### config.mk
export PLATFORM = sky130hd
export DESIGN_NAME = unidade_acesso_memoria_flat
export DESIGN_NICKNAME = d
export VERILOG_FILES = /design/src/rtl/unidade_acesso_memoria_pkg.sv /design/src/rtl/unidade_acesso_memoria_if.sv /design/src/rtl/unidade_acesso_memoria_contador_rajada.sv /design/src/rtl/unidade_acesso_memoria.sv /design/src/flat_wrapper.sv
export SDC_FILE = /design/constraint.sdc
export NUM_CORES = 1
export LEC_CHECK = 0
export ABC_CLOCK_PERIOD_IN_PS = 1900
export CAP_MARGIN = 20
export CORE_MARGIN = 2
export CORE_UTILIZATION = 44
export DETAILED_ROUTE_END_ITERATION = 8
export MAX_ROUTING_LAYER = met4
export PLACE_DENSITY = 0.87
export SYNTH_ARGS = -nofsm -noshare
export SYNTH_HDL_FRONTEND = slang
export SYNTH_SLANG_ARGS = --single-unit
### constraint.sdc
create_clock -name clock -period 1.9 [get_ports clock]
set_input_delay 0.57 -clock clock [delete_from_list [all_inputs] [get_ports clock]]
set_output_delay 0.57 -clock clock [all_outputs]
set_load 0.02 [all_outputs]
### src/rtl/unidade_acesso_memoria_pkg.sv
// Shared types and default widths for the data-memory access unit.
package unidade_acesso_memoria_pkg;

    typedef enum logic [1:0] {
        OCIOSO,
        ESCRITA,
        LEITURA
    } estadoT;

    localparam int LARGURA_DADO_PADRAO = 8;
    localparam int LARGURA_END_PADRAO  = 8;
    localparam int LARGURA_QTD_PADRAO  = 4;

endpackage

### src/rtl/unidade_acesso_memoria_if.sv
// Datapath request/response handshake plus the memory-side bus, seen from the access unit.
interface unidade_acesso_memoria_if
    import unidade_acesso_memoria_pkg::*;
#(
    parameter int LARGURA_DADO = LARGURA_DADO_PADRAO,
    parameter int LARGURA_END  = LARGURA_END_PADRAO,
    parameter int LARGURA_QTD  = LARGURA_QTD_PADRAO
) ();

    logic                    req_valid;
    logic                    req_ready;
    logic                    req_escrita;
    logic [LARGURA_END-1:0]  req_endereco;
    logic [LARGURA_DADO-1:0] req_dado;
    logic [LARGURA_QTD-1:0]  req_qtd;
    logic                    cancelar;
    logic                    resp_valid;
    logic [LARGURA_DADO-1:0] resp_dado;
    logic [LARGURA_END-1:0]  Endereco_mem;
    logic [LARGURA_DADO-1:0] DadoEscr;
    logic                    EscMem;
    logic                    LerMem;
    logic [LARGURA_DADO-1:0] DadoLido;

    // The access unit is the initiator on the memory bus.
    modport master (
        input  req_valid, req_escrita, req_endereco, req_dado, req_qtd, cancelar, DadoLido,
        output req_ready, resp_valid, resp_dado, Endereco_mem, DadoEscr, EscMem, LerMem
    );

    modport slave (
        output req_valid, req_escrita, req_endereco, req_dado, req_qtd, cancelar, DadoLido,
        input  req_ready, resp_valid, resp_dado, Endereco_mem, DadoEscr, EscMem, LerMem
    );

endinterface

### src/rtl/unidade_acesso_memoria_contador_rajada.sv
// Burst bookkeeping: wrapping address, remaining beats and per-beat read latency.
module contador_rajada #(
    parameter int LARGURA_END      = 8,
    parameter int LARGURA_QTD      = 4,
    parameter int LATENCIA_LEITURA = 0
) (
    input  logic                   clock,
    input  logic                   reset_n,
    input  logic                   carregar,
    input  logic                   ativo,
    input  logic                   avancar,
    input  logic [LARGURA_END-1:0] enderecoInicial,
    input  logic [LARGURA_QTD-1:0] qtd,
    output logic [LARGURA_END-1:0] endereco,
    output logic                   beat_fim,
    output logic                   ultimo
);

    localparam int LARGURA_LAT = (LATENCIA_LEITURA > 0) ? $clog2(LATENCIA_LEITURA + 1) : 1;
    localparam logic [LARGURA_QTD:0] UM = 1;

    logic [LARGURA_LAT-1:0] latencia;
    logic [LARGURA_QTD:0]   restante;

    assign beat_fim = (latencia == LARGURA_LAT'(LATENCIA_LEITURA));
    assign ultimo   = (restante == UM);

    // A zero count means a full-length burst, so the counter is one bit wider than qtd.
    always_ff @(posedge clock or negedge reset_n) begin
        if (!reset_n) begin
            endereco <= '0;
            restante <= '0;
            latencia <= '0;
        end else if (carregar) begin
            endereco <= enderecoInicial;
            restante <= (qtd == '0) ? {1'b1, {LARGURA_QTD{1'b0}}} : {1'b0, qtd};
            latencia <= '0;
        end else if (ativo) begin
            if (beat_fim) begin
                latencia <= '0;
                if (avancar) begin
                    endereco <= endereco + LARGURA_END'(1);
                    restante <= restante - UM;
                end
            end else begin
                latencia <= latencia + LARGURA_LAT'(1);
            end
        end
    end

endmodule

### src/rtl/unidade_acesso_memoria.sv
// Initiator side of the data-memory interface: single stores and (burst) loads, one response pulse per beat.
module unidade_acesso_memoria
    import unidade_acesso_memoria_pkg::*;
#(
    parameter int LARGURA_DADO     = LARGURA_DADO_PADRAO,
    parameter int LARGURA_END      = LARGURA_END_PADRAO,
    parameter int LARGURA_QTD      = LARGURA_QTD_PADRAO,
    parameter int LATENCIA_LEITURA = 0
) (
    input logic                      clock,
    input logic                      reset_n,
    unidade_acesso_memoria_if.master bus
);

    estadoT estado, estadoProx;

    logic                    reqReady, reqReadyProx;
    logic                    respValid, respValidProx;
    logic [LARGURA_DADO-1:0] respDado, respDadoProx;
    logic [LARGURA_DADO-1:0] dadoEscr, dadoEscrProx;
    logic                    escMem, escMemProx;
    logic                    lerMem, lerMemProx;
    logic                    cancelVisto, cancelVistoProx;
    logic                    carregar, avancar, cancelaAgora;
    logic                    beatFim, ultimo;
    logic [LARGURA_END-1:0]  endereco;

    contador_rajada #(
        .LARGURA_END     (LARGURA_END),
        .LARGURA_QTD     (LARGURA_QTD),
        .LATENCIA_LEITURA(LATENCIA_LEITURA)
    ) uContador (
        .clock          (clock),
        .reset_n        (reset_n),
        .carregar       (carregar),
        .ativo          (estado == LEITURA),
        .avancar        (avancar),
        .enderecoInicial(bus.req_endereco),
        .qtd            (bus.req_qtd),
        .endereco       (endereco),
        .beat_fim       (beatFim),
        .ultimo         (ultimo)
    );

    // Next-state and next-output values; every output is then registered below.
    always_comb begin
        estadoProx      = estado;
        respValidProx   = 1'b0;
        respDadoProx    = respDado;
        dadoEscrProx    = dadoEscr;
        escMemProx      = 1'b0;
        lerMemProx      = 1'b0;
        cancelVistoProx = 1'b0;
        carregar        = 1'b0;
        avancar         = 1'b0;
        cancelaAgora    = cancelVisto | bus.cancelar;

        unique case (estado)
            OCIOSO: begin
                if (bus.req_valid && reqReady) begin
                    carregar = 1'b1;
                    if (bus.req_escrita) begin
                        estadoProx   = ESCRITA;
                        escMemProx   = 1'b1;
                        dadoEscrProx = bus.req_dado;
                    end else begin
                        estadoProx = LEITURA;
                        lerMemProx = 1'b1;
                    end
                end
            end
            ESCRITA: begin
                estadoProx    = OCIOSO;
                respValidProx = 1'b1;
                respDadoProx  = dadoEscr;
            end
            LEITURA: begin
                if (beatFim) begin
                    respValidProx = 1'b1;
                    respDadoProx  = bus.DadoLido;
                    if (!ultimo && !cancelaAgora) begin
                        avancar    = 1'b1;
                        lerMemProx = 1'b1;
                    end else begin
                        estadoProx = OCIOSO;
                    end
                end else begin
                    lerMemProx      = 1'b1;
                    cancelVistoProx = cancelaAgora;
                end
            end
            default: estadoProx = OCIOSO;
        endcase

        reqReadyProx = (estadoProx == OCIOSO);
    end

    always_ff @(posedge clock or negedge reset_n) begin
        if (!reset_n) begin
            estado      <= OCIOSO;
            reqReady    <= 1'b1;
            respValid   <= 1'b0;
            respDado    <= '0;
            dadoEscr    <= '0;
            escMem      <= 1'b0;
            lerMem      <= 1'b0;
            cancelVisto <= 1'b0;
        end else begin
            estado      <= estadoProx;
            reqReady    <= reqReadyProx;
            respValid   <= respValidProx;
            respDado    <= respDadoProx;
            dadoEscr    <= dadoEscrProx;
            escMem      <= escMemProx;
            lerMem      <= lerMemProx;
            cancelVisto <= cancelVistoProx;
        end
    end

    assign bus.req_ready    = reqReady;
    assign bus.resp_valid   = respValid;
    assign bus.resp_dado    = respDado;
    assign bus.Endereco_mem = endereco;
    assign bus.DadoEscr     = dadoEscr;
    assign bus.EscMem       = escMem;
    assign bus.LerMem       = lerMem;

endmodule

### src/flat_wrapper.sv
// flat-port wrapper written by rule: the top's interface ports become plain ports
module unidade_acesso_memoria_flat import unidade_acesso_memoria_pkg::*;
#(
    parameter int LARGURA_DADO     = LARGURA_DADO_PADRAO,
    parameter int LARGURA_END      = LARGURA_END_PADRAO,
    parameter int LARGURA_QTD      = LARGURA_QTD_PADRAO,
    parameter int LATENCIA_LEITURA = 0
)
  (clock, reset_n, bus_req_valid, bus_req_escrita, bus_req_endereco, bus_req_dado, bus_req_qtd, bus_cancelar, bus_DadoLido, bus_req_ready, bus_resp_valid, bus_resp_dado, bus_Endereco_mem, bus_DadoEscr, bus_EscMem, bus_LerMem);
  unidade_acesso_memoria_if #(.LARGURA_DADO(LARGURA_DADO), .LARGURA_END(LARGURA_END), .LARGURA_QTD(LARGURA_QTD)) bus_i ();
  input logic clock;
  input logic reset_n;
  input wire logic [$bits(bus_i.req_valid)-1:0] bus_req_valid;
  input wire logic [$bits(bus_i.req_escrita)-1:0] bus_req_escrita;
  input wire logic [$bits(bus_i.req_endereco)-1:0] bus_req_endereco;
  input wire logic [$bits(bus_i.req_dado)-1:0] bus_req_dado;
  input wire logic [$bits(bus_i.req_qtd)-1:0] bus_req_qtd;
  input wire logic [$bits(bus_i.cancelar)-1:0] bus_cancelar;
  input wire logic [$bits(bus_i.DadoLido)-1:0] bus_DadoLido;
  output wire logic [$bits(bus_i.req_ready)-1:0] bus_req_ready;
  output wire logic [$bits(bus_i.resp_valid)-1:0] bus_resp_valid;
  output wire logic [$bits(bus_i.resp_dado)-1:0] bus_resp_dado;
  output wire logic [$bits(bus_i.Endereco_mem)-1:0] bus_Endereco_mem;
  output wire logic [$bits(bus_i.DadoEscr)-1:0] bus_DadoEscr;
  output wire logic [$bits(bus_i.EscMem)-1:0] bus_EscMem;
  output wire logic [$bits(bus_i.LerMem)-1:0] bus_LerMem;
  assign bus_i.req_valid = bus_req_valid;
  assign bus_i.req_escrita = bus_req_escrita;
  assign bus_i.req_endereco = bus_req_endereco;
  assign bus_i.req_dado = bus_req_dado;
  assign bus_i.req_qtd = bus_req_qtd;
  assign bus_i.cancelar = bus_cancelar;
  assign bus_i.DadoLido = bus_DadoLido;
  assign bus_req_ready = bus_i.req_ready;
  assign bus_resp_valid = bus_i.resp_valid;
  assign bus_resp_dado = bus_i.resp_dado;
  assign bus_Endereco_mem = bus_i.Endereco_mem;
  assign bus_DadoEscr = bus_i.DadoEscr;
  assign bus_EscMem = bus_i.EscMem;
  assign bus_LerMem = bus_i.LerMem;
  unidade_acesso_memoria #(.LARGURA_DADO(LARGURA_DADO), .LARGURA_END(LARGURA_END), .LARGURA_QTD(LARGURA_QTD), .LATENCIA_LEITURA(LATENCIA_LEITURA)) u_core (.clock(clock), .reset_n(reset_n), .bus(bus_i));
endmodule
==> results by stage <==
Critical path:
- The critical path goes through clkdlybuf4s50_1.
- At the worst endpoint, the arrival time is around 1.3 ns.
- In this design, the largest share of critical-path delay is due to buffers and inverters.
- Data on the critical path is required at its endpoint by between 1 and 1.5 ns.
- The critical path startpoint category is a flop.
- STA classifies the critical path endpoint as an output pin.
- The maximum cell stage delay along the critical path is slightly above 0.6 ns.
- The worst setup path is of the flop to output pin kind.
- The total buffers and inverters traversed by the critical path is 1.
- Of all nets on the critical path, the largest fanout is 3.
- The library cell contributing the largest single delay on the critical path is sky130_fd_sc_hd__clkdlybuf4s50_1.

Clock tree:
- Clock latency on the worst-skew pair, taken at its later pin, is 0.29 ns.
- The number of hold-repair buffers added at the cts stage is 0.
- The clock root buffer is sky130_fd_sc_hd__clkbuf_8.
- The clock tree synthesis step divided the H-tree into 2 levels.
- The TritonCTS sink count is 35.
- Counting along the longest clock path gives a buffer depth of 2.
- The number of setup buffers added after CTS is 0.
- TritonCTS created 5 clock buffers.
- The clock slew at the register clock pins of the worst setup and hold paths is about 0.070 ns.
- The clock tree from TritonCTS is yes.

Synthesis:
- The share of synthesized area spent on multiplexers is 11.6%.
- The synthesized-area fraction occupied by xor and xnor cells is 5.82%.
- After synthesis, the netlist uses 30 different library cells.
- After synthesis the netlist holds a flip-flop and latch count of 35.
- Summing the areas of all compound-gate instances in the mapped netlist gives ~8.8% of the synthesized area.
- After Yosys synthesis, and, or, nand and nor cells account for between 10% and 20% of the synthesized area.
- By count the netlist is led by 34 x sky130_fd_sc_hd__dfrtp_1, 14 x sky130_fd_sc_hd__nor2_1, 13 x sky130_fd_sc_hd__a21oi_1, 11 x sky130_fd_sc_hd__nand2_1.
- Ranked by total cell area, the synthesized netlist is headed by sky130_fd_sc_hd__dfrtp_1 51%, sky130_fd_sc_hd__mux2_2 6.1%, sky130_fd_sc_hd__mux2i_1 5.4%.
- The number of nets in the synthesized netlist is between 150 and 200.
- Yosys printed 0 warnings.
- The synthesized instance count is roughly 150.
- The post-synthesis average cell area is 10.7 sq um.
- The top cell type's share of synthesized area is between 50% and 60%.
- The most used flip-flop cell after synthesis is sky130_fd_sc_hd__dfrtp_1.
- The synthesized design contains 0 enable-type register cells.
- Of the synthesized area, sequential elements account for between 50% and 60%.
- The share of synthesized cell area in full adder, half adder and majority cells is ~3.8%.
- The cell accounting for the most synthesized area is sky130_fd_sc_hd__dfrtp_1.
- The dominant cell by count in the synthesized netlist is sky130_fd_sc_hd__dfrtp_1.
- After synthesis, the largest family of logic cells by area is simple AND/OR/NAND/NOR gates.
- After synthesis the cells add up to between 1500 and 2000 sq um.
- The async set-or-reset flop fraction in the synthesized netlist is 100%.

Power and ir drop:
- In this run the power density over the cells is about 1700 nW/um^2.
- The analysis attributes to cell leakage a power of 1.09 nW.
- The sum of internal, switching and leakage power is 4.15 mW.
- The largest voltage drop on the vdd net is between 0.9 and 1 mV.

Final layout:
- With fillers left out, the area of the finished cells amounts to approximately 2500 sq um.
- The final core utilization is between 60% and 70%.
- The area taken by flip-flops and latches is between 800 and 900 sq um.
- Summing all multi-input logic gate instances after layout gives between 700 and 800 sq um.
- The count of nets after finishing is between 200 and 300.
- 0 antenna diodes ended up in the layout.
- After the flow finishes, the layout carries non-filler instances totaling 270.
- The share of cells above drive strength 1 is a little under an eighth.
- The total of fill cells in the finished design is approximately 300.
- The area growth from synthesis to layout is 48.4%.

Placement:
- The last weighted congestion value of the routability-driven placer is about 0.76.
- Once placement finished, the instance area stood at between 2000 and 2500 sq um.
- During placement, the flow inserted port buffers numbering 60.
- The number of placed instances, taps included, is 262.
- The post-placement setup slack is -0.0419 ns.
- The detailed placement HPWL is approximately 2.7 mm.

STA:
- The minimum setup slack in the final design is 0.0396 ns.
- Counting I/O delays and the setup requirement, the final critical path takes between 1.5 and 2 ns.
- Static timing analysis puts the maximum clock frequency at between 500 and 600 MHz.
- The final setup skew is 0.00431 ns.
- The number of pins exceeding their max-slew limit in the final report is 0.
- In this run the tightest slew margin relative to its limit is approximately two thirds.
- The share of the clock period used by the worst path is a little over nine tenths.
- The final setup violation count is 0.
- Setup repair after global routing left no endpoint under its margin.
- For the pin with the worst max-slew slack, the measured transition is about 0.5 ns.
- The final-report hold violation count is 0.

Floorplanning:
- In this run the horizontal extent of the chip is ~65 um.
- The initialized floorplan defines 22 standard-cell rows.
- Once the floorplan was initialized, standard cells occupied a little under half of the core.
- The floorplan step defined a die boundary enclosing 4270 sq um.
- During I/O placement, the number of pins put on the boundary was 61.
- The floorplan die height is between 60 and 70 um.
- The region available for standard cell placement spans ~3600 sq um.

GRT:
- The first global-routing pass estimated 6.09 mm of wire.
- The remaining global-route overflow is 0.
- In the global route stage, overall resource usage came out at 19.7%.
- The pin count of the biggest net entering global routing is 36.
- The initial antenna violation count came to 0.
- The via count of the first global-routing pass is 1370.

Run:
- The count of max-cap constraint violations is 0.

Routing:
- The via count of the routed design is 1395.
- In this run, the number of DRC markers left after iteration 0 of detailed routing was 24.
- The per-cell routed wire length is about 14 um.
- Before antenna repair, the detailed router went through 4 iterations.
- The count of nets left with antenna violations once routing finished came out at 0.
- For this block, the routed nets add up to ~3.7 mm of wire.
- In the routed layout, each cell is associated on average with a via count of a little over 5.
- The post-detailed-route DRC marker count is 0.

Run status:
- The run finished with clean final reports.

Hold path:
- The class of the tightest hold or removal check is flop to flop.
[worst paths after layout]
kind	startpoint	end	slack (ns)	cells past startpoint
worst max register to register	u_core.uContador.restante[1]	u_core.uContador.endereco[5]	0.12	7
max in group asynchronous	reset_n	u_core.bus.req_ready	1.01	2
worst min-delay path	u_core.bus.resp_dado[7]	u_core.bus.resp_dado[7]	0.53	2
min in group asynchronous	reset_n	u_core.bus.DadoEscr[5]	0.65	2
worst max-delay path	u_core.uContador.endereco[3]	bus_Endereco_mem[3]	0.04	1
worst min register to register	u_core.bus.resp_dado[7]	u_core.bus.resp_dado[7]	0.53	2
[power by group]
part | switching [mW] | internal [mW] | leakage, nW | total (mW)
registers | 0.293 | 1.14 | 0.416 | 1.43
clock network | 0.267 | 0.256 | 0.0412 | 0.523
logic | 1.13 | 1.06 | 0.630 | 2.19
[metrics by stage]
step | setup TNS [ns] | hold WS [ns]
finish | 0 | 0.527
global route | 0 | 0.565
CTS | 0 | 0.541
detailed placement | -0.0428 | 0.520
global placement | -0.00648 | 0.504
floorplan | 0 | 0.274
[per-layer routing]
metal	track usage [%]	share of wire, %	wire, um
met1	21.7	40	1490
met2	29.6	48	1770
met3	9.42	10	374
met4	10.7	2.1	77
met5	-	0	0
[final cells by class]
cell class | count | share of cell area [%]
flip-flops and latches | 35 | 35.7
multi-input cells | 107 | 29.6
repair buffers | 67 | 28.0
clock buffers | 6 | 2.95
well taps | 48 | 2.45
inverters | 5 | 0.764
clock inverters | 2 | 0.509
[state kept, by name (all words and copies together), names as in the netlist]
name,count
u_core.bus.DadoEscr,8
u_core.bus.resp_dado,8
u_core.uContador.endereco,8
u_core.uContador.restante,5
u_core.estado,2
u_core.bus.EscMem,1
u_core.bus.LerMem,1
u_core.bus.req_ready,1
u_core.bus.resp_valid,1
[placed cells by master, fill, tap and decap left out, types with 2 or more instances in the layout]
master                             n
sky130_fd_sc_hd__dfrtp_1          34
sky130_fd_sc_hd__mux2i_1           9
sky130_fd_sc_hd__inv_1             5
sky130_fd_sc_hd__o21ai_0           8
sky130_fd_sc_hd__xor2_1            9
sky130_fd_sc_hd__buf_4             5
sky130_fd_sc_hd__ha_1              5
sky130_fd_sc_hd__mux2_2            9
sky130_fd_sc_hd__and2_1            2
sky130_fd_sc_hd__nand3_1           7
sky130_fd_sc_hd__buf_12            2
sky130_fd_sc_hd__clkbuf_8          5
sky130_fd_sc_hd__nand4_1           4
sky130_fd_sc_hd__and3_1            2
sky130_fd_sc_hd__nand2_1          11
sky130_fd_sc_hd__a21oi_1          13
sky130_fd_sc_hd__dlymetal6s2s_1    6
sky130_fd_sc_hd__clkdlybuf4s50_1  50
sky130_fd_sc_hd__xnor2_1           2
sky130_fd_sc_hd__o21ai_1           2
sky130_fd_sc_hd__nor2_1           14
sky130_fd_sc_hd__dlygate4sd2_1     4
[logic make-up (layout without fill, tap and decap cells)]
kind of cell / count (synthesis) / after routing
buf+inv: 12 / 80
xor+xnor: 11 / 11
simple gates: 46 / 46
flops: 35 / 35
mux: 18 / 18
fa+ha+maj: 5 / 5
compound gates: 27 / 27
[what timing repair did]
action / in CTS / in global routing
resized for setup: 4 / 8
gates cloned: 0 / 0
setup endpoints to repair: 4 / 11
pin swaps: 0 / 0
Power figures use the tool's default switching activity.
